<file path="src/rtl/instr_rom_loader_pkg.sv">
// Purpose: shared constants and types for the 8-bit core's fetch/loader path.
// Latency: n/a (declarations only).
// Backpressure: n/a.
package cpu_pkg;

  localparam int INSTR_W = 8;

  localparam logic [1:0] OP_ADD = 2'd0;
  localparam logic [1:0] OP_LW  = 2'd1;
  localparam logic [1:0] OP_SW  = 2'd2;
  localparam logic [1:0] OP_J   = 2'd3;

  // j +0: the core spins in place whenever no valid program word exists
  localparam logic [INSTR_W-1:0] STALL_WORD = {OP_J, 6'd0};

  typedef enum logic [1:0] {
    IDLE  = 2'd0,
    LOAD  = 2'd1,
    FLUSH = 2'd2,
    RUN   = 2'd3
  } ld_state_t;

endpackage

</file>
<file path="src/rtl/instr_rom_loader_prog_ram.sv">
// Purpose: DEPTH x INSTR_W program storage, cleared to the stall word on reset.
// Latency: write lands on the next rising edge; read is combinational.
// Backpressure: none; the caller qualifies writes.
module prog_ram
  import cpu_pkg::*;
#(
  parameter int                 DEPTH   = 16,
  parameter int                 ADDR_W  = 4,
  parameter logic [INSTR_W-1:0] STALL_W = STALL_WORD
) (
  input  logic               i_clk,
  input  logic               i_rst,
  input  logic               i_we,
  input  logic [ADDR_W-1:0]  i_waddr,
  input  logic [INSTR_W-1:0] i_wdata,
  input  logic [ADDR_W-1:0]  i_raddr,
  output logic [INSTR_W-1:0] o_rdata
);

  logic [INSTR_W-1:0] r_mem [DEPTH];

  // Storage: every word returns to the stall word on reset, otherwise write when enabled
  always_ff @(posedge i_clk or posedge i_rst) begin
    if (i_rst) begin
      for (int i = 0; i < DEPTH; i++) begin
        r_mem[i] <= STALL_W;
      end
    end else if (i_we) begin
      r_mem[i_waddr] <= i_wdata;
    end
  end

  assign o_rdata = r_mem[i_raddr];

endmodule

</file>
<file path="src/rtl/instr_rom_loader.sv">
// Purpose: loads a program over a byte stream, then serves instructions to the core at pc.
// Latency: instruction is combinational from pc; cpu_reset drops 2 cycles after the last byte.
// Backpressure: load_ready is high only in LOAD; bytes offered elsewhere are dropped.
module instr_rom_loader
  import cpu_pkg::*;
#(
  parameter int                 DEPTH   = 16,
  parameter int                 ADDR_W  = 4,
  parameter logic [INSTR_W-1:0] STALL_W = STALL_WORD
) (
  input  logic               origclk,
  input  logic               reset,
  input  logic               load_start,
  input  logic               load_valid,
  input  logic [INSTR_W-1:0] load_data,
  input  logic               load_last,
  output logic               load_ready,
  output logic               load_err,
  output logic               cpu_reset,
  input  logic [7:0]         pc,
  output logic [INSTR_W-1:0] instruction
);

  localparam logic [ADDR_W-1:0] LAST_ADDR = ADDR_W'(DEPTH - 1);
  localparam logic [ADDR_W:0]   FULL_LEN  = (ADDR_W+1)'(DEPTH);

  ld_state_t           r_state;
  ld_state_t           w_state_nxt;
  logic [ADDR_W-1:0]   r_wptr;
  logic [ADDR_W:0]     r_prog_len;
  logic                r_load_err;

  logic                w_load_ready;
  logic                w_cpu_reset;
  logic                w_enter_load;
  logic                w_accept;
  logic                w_at_end;
  logic [INSTR_W-1:0]  w_rdata;
  logic [8:0]          w_pc_ext;
  logic [8:0]          w_len_ext;
  logic                w_pc_valid;

  assign w_accept = load_valid & w_load_ready;
  assign w_at_end = (r_wptr == LAST_ADDR);

  // State register
  always_ff @(posedge origclk or posedge reset) begin
    if (reset) begin
      r_state <= IDLE;
    end else begin
      r_state <= w_state_nxt;
    end
  end

  // Next state and handshake outputs; core stays in reset everywhere except RUN
  always_comb begin
    w_state_nxt  = r_state;
    w_load_ready = 1'b0;
    w_cpu_reset  = 1'b1;
    w_enter_load = 1'b0;
    case (r_state)
      IDLE: begin
        if (load_start) begin
          w_state_nxt  = LOAD;
          w_enter_load = 1'b1;
        end
      end
      LOAD: begin
        w_load_ready = 1'b1;
        if (load_valid && (load_last || w_at_end)) begin
          w_state_nxt = FLUSH;
        end
      end
      FLUSH: begin
        w_state_nxt = RUN;
      end
      RUN: begin
        w_cpu_reset = 1'b0;
        if (load_start) begin
          w_state_nxt  = LOAD;
          w_enter_load = 1'b1;
        end
      end
      default: begin
        w_state_nxt = IDLE;
      end
    endcase
  end

  // Write pointer, program length and sticky overflow flag
  always_ff @(posedge origclk or posedge reset) begin
    if (reset) begin
      r_wptr     <= '0;
      r_prog_len <= '0;
      r_load_err <= 1'b0;
    end else if (w_enter_load) begin
      r_wptr     <= '0;
      r_prog_len <= '0;
      r_load_err <= 1'b0;
    end else if (w_accept) begin
      r_wptr <= r_wptr + ADDR_W'(1);
      if (load_last) begin
        r_prog_len <= (ADDR_W+1)'(r_wptr) + (ADDR_W+1)'(1);
      end else if (w_at_end) begin
        r_prog_len <= FULL_LEN;
        r_load_err <= 1'b1;
      end
    end
  end

  prog_ram #(
    .DEPTH   (DEPTH),
    .ADDR_W  (ADDR_W),
    .STALL_W (STALL_W)
  ) u_prog_ram (
    .i_clk   (origclk),
    .i_rst   (reset),
    .i_we    (w_accept),
    .i_waddr (r_wptr),
    .i_wdata (load_data),
    .i_raddr (pc[ADDR_W-1:0]),
    .o_rdata (w_rdata)
  );

  // Full-width pc compare so addresses at or beyond DEPTH never alias low words
  assign w_pc_ext   = {1'b0, pc};
  assign w_len_ext  = 9'(r_prog_len);
  assign w_pc_valid = (r_state == RUN) && (w_pc_ext < w_len_ext);

  assign instruction = w_pc_valid ? w_rdata : STALL_W;
  assign load_ready  = w_load_ready;
  assign cpu_reset   = w_cpu_reset;
  assign load_err    = r_load_err;

endmodule

</file>
<file path="config.mk">
export PLATFORM = sky130hd
export DESIGN_NAME = instr_rom_loader
export DESIGN_NICKNAME = d
export VERILOG_FILES = /design/src/rtl/instr_rom_loader_pkg.sv /design/src/rtl/instr_rom_loader_prog_ram.sv /design/src/rtl/instr_rom_loader.sv
export SDC_FILE = /design/constraint.sdc
export NUM_CORES = 1
export LEC_CHECK = 0
export BUFFER_PORTS_ARGS = -buffer_cell sky130_fd_sc_hd__buf_2
export CAP_MARGIN = 20
export CORE_UTILIZATION = 40
export CTS_CLUSTER_DIAMETER = 200
export DETAILED_ROUTE_END_ITERATION = 12
export GPL_ROUTABILITY_DRIVEN = 0
export HOLD_SLACK_MARGIN = 0.02
export REMOVE_ABC_BUFFERS = 1
export SETUP_SLACK_MARGIN = 0.15
export SLEW_MARGIN = 5
export SYNTH_ARGS = -nofsm -noshare
export SYNTH_HDL_FRONTEND = slang
export SYNTH_SLANG_ARGS = --single-unit
export TNS_END_PERCENT = 50
</file>
<file path="constraint.sdc">
create_clock -name origclk -period 13.9 [get_ports origclk]
set_input_delay 2.085 -clock origclk [delete_from_list [all_inputs] [get_ports origclk]]
set_output_delay 2.085 -clock origclk [all_outputs]
set_load 0.03 [all_outputs]
</file>
==> impl_metrics.yaml, run 1 <==
outcome:
  status: "completed"
place:
  hpwlAfterDp_mm: 9.559
  io_buffers: 31
clock_tree:
  cts_tree: "done"
  cts_max_level: 4
  root_buffer: "clkbuf_16"
  cts_setup_buffers: 0
  hold_buffers: 0
  clk_path_buf_depth: 2
  cts_sinks: 140
  cts_buffers: 17
  clk_pin_slew_worst_paths_ns: 0.06
  clk_latency_ns: 0.42
  ctsResizeCount: 0
worst_setup_path:
  timing.rr.start: "r_state[1]"
  worst_path_max_delay_cell: "mux4_1"
  crit_chain: "buf_2 > buf_4 > mux4_1 > nor2b_1 > a211oi_1 > a21oi_1 > or2_1 > buf_2"
  cp-startpoint: "pc[0]"
  critPathMaxFanout: 30
  cp_top_family: "buffers and inverters"
  timing.critical_path.mode_cell: "buf_2"
  worstPathRequired_ns: 11.81
  path_class: "input pin to output port"
  cp_num_buf_inv: 3
  cpPeakStageDelay_ns: 0.62
  cp.arrival_ns: 4.18
  start_kind: "input pin"
  endpoint_kind: "output port"
floorplan:
  initial_utilization: 0.4134
  num_io_pins: 32
  fp.dieW_um: 130.6
  std_cell_rows: 46
  core_um2: 16000
  die-area_um2: 17060
  die_h_um: 130.6
final_layout:
  final_cell_mix: "dfrtp_1, mux2_2, mux2_1"
  drive_gt1_frac: 0.4519
  n_antenna_cell: 0
  area_growth_pct: 15.94
  final_common_cell: "dfrtp_1"
  nets: 508
  utilization: 0.4794
sta:
  finalMaxSlewViolations: 0
  hold_viol_final: 0
  max_freq_mhz: 159.5
  worstMarginPinSlew_ns: 1.055
  finClkSkew_ns: 0.01067
  setup_violations: 0
  whs_ns: 0.4840
  relSlewSlack: 0.2942
  rsz0062_at_grt: "false"
  fin_tns_setup_ns: 0
  period_needed_ns: 6.268
  post-route-period-util: 0.4509
detailed_routing:
  wire_per_inst_um: 21.27
  vias: 3845
  viasPerCell: 5.454
  ant_nets: 0
  drt_iter0_markers: 162
  drcViolationCount: 0
  drt_pass1_iterations: 4
  totalWireLength_mm: 15.00
yosys:
  yosys-top-cells-area: "dfrtp_1, mux2_2, dfstp_2, mux4_2, mux2_1"
  synth_top_area_share: 0.4085
  syn_inst: 445
  synth_top_area_cell: "dfrtp_1"
  async_flop_share: 1.000
  yosysSeqAreaShare: 0.5357
  synth_cell_types: 36
  synth-main-ff-cell: "dfrtp_1"
  yosysWarnings: 0
  ys_ff_latch: 140
  syn_area_per_cell_um2: 14.87
  netlist_area_um2: 6615
  synth_edf_count: 0
power:
  powerDensity_nw_per_um2: 158.2
  p_leak_uw: 0.003531
  max-vdd-ir-drop_mv: 0.09967
global_routing:
  grt_first_pass_wirelength_mm: 23.97
  antenna_found_initial: 0
  grt.overflow.total: 0
  grt_max_degree: 87
  grt_pass1_vias: 4138
  grtUsageTotal: 0.1983
hold_path:
  hp-class: "flop to flop"
  hold_start: "u_prog_ram.r_mem[45]"
run:
  cap_viol_max_count: 0
-- path summary, 6_finish.rpt --
kind	endpoint	slack [ns]	cells after the start
setup / recovery	instruction[6]	7.63	8
hold / removal	u_prog_ram.r_mem[45]	0.48	1
setup reg to reg	u_prog_ram.r_mem[19]	11.25	6
hold reg to reg	u_prog_ram.r_mem[45]	0.48	1
max in group asynchronous	u_prog_ram.r_mem[63]	11.03	4
min in group asynchronous	u_prog_ram.r_mem[77]	1.72	2
-- worst reg2reg max path, cell delays in order, from the launching register on --
cell,delay [ns]
dfrtp_1,0.40
inv_1,0.08
ha_1,0.18
and2_1,0.43
nand2_1,0.19
nor2_1,0.83
mux2_2,0.43
-- registers in the layout, indices dropped and copies added, names as in the netlist --
name,count
r_state,2
r_prog_len,5
load_err,1
r_wptr,4
u_prog_ram.r_mem,128
-- routing by layer --
layer,wire (um),track usage,vias to the layer above
met1,6843,0.2574,2018
met4,395,0.08114,0
met5,0,0,-
met3,593,0.05008,26
met2,7163,0.3181,92
li1,-,-,1709
-- power by group --
group | internal [uW] | switching, uW
combinational | 95.8 | 88.0
sequential | 478 | 32.6
clock | 344 | 175
total | 918 | 296
-- metrics by stage --
stage | cells | setup slack [ns] | total power (uW) | area [um^2]
2_1_floorplan | 422 | 8.115 | 644.5 | 6510
3_3_place_gp | 671 | 7.658 | 691.0 | 6955
3_5_place_dp | 671 | 7.639 | 701.7 | 6955
4_1_cts | 703 | 7.638 | 1224 | 7635
5_1_grt | 705 | 7.518 | 1270 | 7670
6_report | 705 | 7.632 | 1213 | 7670
-- synthesized netlist by cell type, types with 2 or more instances --
cell	number
nor2_2	9
buf_2	6
or2_1	2
dfrtp_1	108
nor2b_1	2
a31o_2	2
nand3_1	6
dfstp_2	32
nor2_1	13
nand2_1	13
mux2i_1	2
nand2b_1	4
a22oi_1	12
a21o_1	4
mux2_2	82
mux4_1	5
ha_1	11
and2_1	2
a21oi_1	10
xnor2_1	2
clkbuf_1	15
inv_1	12
mux2_1	46
mux4_2	28
xor2_1	3
o21ai_0	4
-- logic make-up (layout without fill, tap and decap cells) --
family | count (synthesis) | in the layout | share of synthesized area
fa+ha+maj | 11 | 11 | 0.02081
buf+inv | 35 | 79 | 0.02270
flops | 140 | 140 | 0.5357
mux | 163 | 163 | 0.3361
simple gates | 54 | 54 | 0.04067
xor+xnor | 5 | 5 | 0.006621
compound gates | 37 | 37 | 0.03745
-- area by class of cell --
| type | count | area (um^2) |
|---|---|---|
| Tap cell | 216 | 270.3 |
| Clock inverter | 12 | 232.7 |
| Sequential cell | 140 | 3543 |
| Timing Repair Buffer | 35 | 205.2 |
| Clock buffer | 20 | 446.7 |
| Fill cell | 1440 | 8330 |
| Multi-Input combinational cell | 270 | 2922 |
| Inverter | 12 | 50.05 |
No activity file was read; power rests on OpenSTA's default activity.
==> run 2, diff against run 1 <==
--- a/config.mk
+++ b/config.mk
@@ -5,6 +5,7 @@
 export SDC_FILE = /design/constraint.sdc
 export NUM_CORES = 1
 export LEC_CHECK = 0
+export ABC_AREA = 1
 export BUFFER_PORTS_ARGS = -buffer_cell sky130_fd_sc_hd__buf_2
 export CAP_MARGIN = 20
 export CORE_UTILIZATION = 40
==> constraint.sdc (replaced) <==
create_clock -name origclk -period 5.3 [get_ports origclk]
set_input_delay 0.795 -clock origclk [delete_from_list [all_inputs] [get_ports origclk]]
set_output_delay 0.795 -clock origclk [all_outputs]
set_load 0.03 [all_outputs]
==> impl_metrics.yaml, run 2 <==
yosys:
  synth_compound_area_frac: 0.1292
  netlist_area_um2: 6894
  synthMuxAreaShare: 0
  yosysWarnings: 0
  synth.most_common_cell: "nand2_1"
  async_flop_share: 1.000
  yosys-top-cells-area: "dfrtp_1, nand2_1, dfstp_2, nand3_1, o21ai_0"
  synth_common_cells: "nand2_1, dfrtp_1, nand3_1"
  synth-main-ff-cell: "dfrtp_1"
  yosys.area_share.simple: 0.2670
  syn_area_per_cell_um2: 8.449
  ys_ff_latch: 140
  synth_fa_ha_area_frac: 0.01996
  synth_top_family_by_area: "simple AND/OR/NAND/NOR gates"
  synth_top_area_share: 0.3920
  synth_top_area_cell: "dfrtp_1"
  yosysSeqAreaShare: 0.5140
  synth_xor_area_frac: 0.002541
  synth_edf_count: 0
  synth_cell_types: 26
  syn_inst: 816
final_layout:
  largest_register_ffs: 128
  n_antenna_cell: 0
  final_cell_mix: "nand2_1, dfrtp_1, nand3_1"
  top_regs: "u_prog_ram.r_mem x128, r_prog_len x5, r_wptr x4"
  top_register: "u_prog_ram.r_mem"
  area_growth_pct: 11.07
  drive_gt1_frac: 0.1866
  final_common_cell: "nand2_1"
  nets: 855
power:
  pwr-share-clk: 0.371
  switchingPower_uw: 947.0
  seq_power_share: 0.442
  max-vdd-ir-drop_mv: 0.2389
  p_leak_uw: 0.003448
  internal-power_uw: 2276
  power_frac_comb: 0.187
  p_sw_frac: 0.2939
  powerDensity_nw_per_um2: 420.8
clock_tree:
  clk_latency_ns: 0.42
  clk_path_buf_depth: 2
  hold_buffers: 0
  cts_max_level: 4
  ctsResizeCount: 0
  root_buffer: "clkbuf_16"
  clk_pin_slew_worst_paths_ns: 0.05
  cts_tree: "done"
  cts_buffers: 17
  cts_setup_buffers: 0
  cts_sinks: 140
sta:
  worstMarginPinSlew_ns: 0.8030
  period_needed_ns: 3.558
  whs_ns: 0.3625
  post-route-period-util: 0.6713
  finClkSkew_ns: 0.005913
  hold_viol_final: 0
  fin_tns_setup_ns: 0
  rsz0062_at_grt: "false"
  finalMaxSlewViolations: 0
  max_freq_mhz: 281.1
  setup_violations: 0
  relSlewSlack: 0.4641
hold_path:
  hp-class: "input pin to asynchronous set/reset pin"
detailed_routing:
  drcViolationCount: 0
  vias: 5379
  viasPerCell: 5.094
  ant_nets: 0
  drt_pass1_iterations: 5
  wire_per_inst_um: 16.83
  totalWireLength_mm: 17.77
  drt_iter0_markers: 481
floorplan:
  die-area_um2: 17760
  initial_utilization: 0.4128
  num_io_pins: 32
  die_h_um: 133.3
  fp.dieW_um: 133.3
  std_cell_rows: 47
  core_um2: 16700
global_routing:
  grt_max_degree: 108
  grt_pass1_vias: 5299
  antenna_found_initial: 0
  grt_first_pass_wirelength_mm: 29.15
  grt.overflow.total: 0
  grtUsageTotal: 0.2155
place:
  io_buffers: 31
  hpwlAfterDp_mm: 10.69
outcome:
  status: "completed"
worst_setup_path:
  critPathMaxFanout: 41
  cp.arrival_ns: 2.76
  start_kind: "input pin"
  path_class: "input pin to output port"
  worstPathRequired_ns: 4.51
  endpoint_kind: "output port"
  rrSetupSlack_ns: 3.41
run:
  cap_viol_max_count: 0
-- run 2: stage by stage --
step	cell area (um^2)	utilization	setup slack [ns]	total power, uW	instances
floorplan	6565	-	0.8051	1864	767
global placement	7038	0.4214	1.752	2024	1023
detailed placement	7038	0.4214	1.728	2039	1023
CTS	7630	0.4568	1.712	3242	1055
global route	7657	0.4585	1.518	3402	1056
finish	7657	0.4585	1.742	3223	1056
-- run 2: layer usage --
| metal | wire length (um) | global-route usage | vias to the layer above |
|---|---|---|---|
| li1 | - | - | 2681 |
| met1 | 8588 | 0.3090 | 2540 |
| met2 | 8109 | 0.3290 | 140 |
| met3 | 846 | 0.04452 | 18 |
| met4 | 230 | 0.06124 | 0 |
| met5 | 0 | 0 | - |
-- run 2: logic make-up after synthesis --
family | after synthesis
AND/OR/NAND/NOR | 426
AO/OA/AOI/OAI | 152
flip-flops | 140
buffers and inverters | 85
adder cells (fa/ha/maj) | 11
XOR/XNOR | 2
-- run 2: final timing paths --
| check | startpoint | end | cells after the start |
|---|---|---|---|
| max | pc[0] | instruction[1] | 10 |
| min | reset | u_prog_ram.r_mem[81] | 2 |
| max reg2reg | r_state[1] | u_prog_ram.r_mem[105] | 7 |
| min reg2reg | u_prog_ram.r_mem[38] | u_prog_ram.r_mem[38] | 2 |
| max in group asynchronous | reset | u_prog_ram.r_mem[110] | 3 |
| min in group origclk | u_prog_ram.r_mem[38] | u_prog_ram.r_mem[38] | 2 |
-- run 2: worst max-delay path, stage by stage --
cell and delay, ns:
buf_2 0.11, inv_2 0.56, buf_4 0.40, nand2_1 0.08
nand3_1 0.07, nand3_1 0.12, nand3_1 0.14, nand2_1 0.06
nor2_1 0.17, buf_2 0.24
-- run 2: final cells by class --
cell class | count | area (um^2)
Inverter | 36 | 140.1
Fill cell | 1707 | 9044
Sequential cell | 140 | 3543
Clock inverter | 6 | 82.58
Clock buffer | 26 | 509.2
Tap cell | 220 | 275.3
Multi-Input combinational cell | 591 | 2887
Timing Repair Buffer | 37 | 220.2
-- run 2: power groups by stage --
stage | logic [uW] | registers [uW] | clock network [uW]
2_1_floorplan | 459 | 1410 | 0
3_3_place_gp | 589 | 1430 | 0
3_5_place_dp | 604 | 1430 | 0
4_1_cts | 605 | 1420 | 1210
5_1_grt | 694 | 1450 | 1260
6_report | 603 | 1420 | 1200
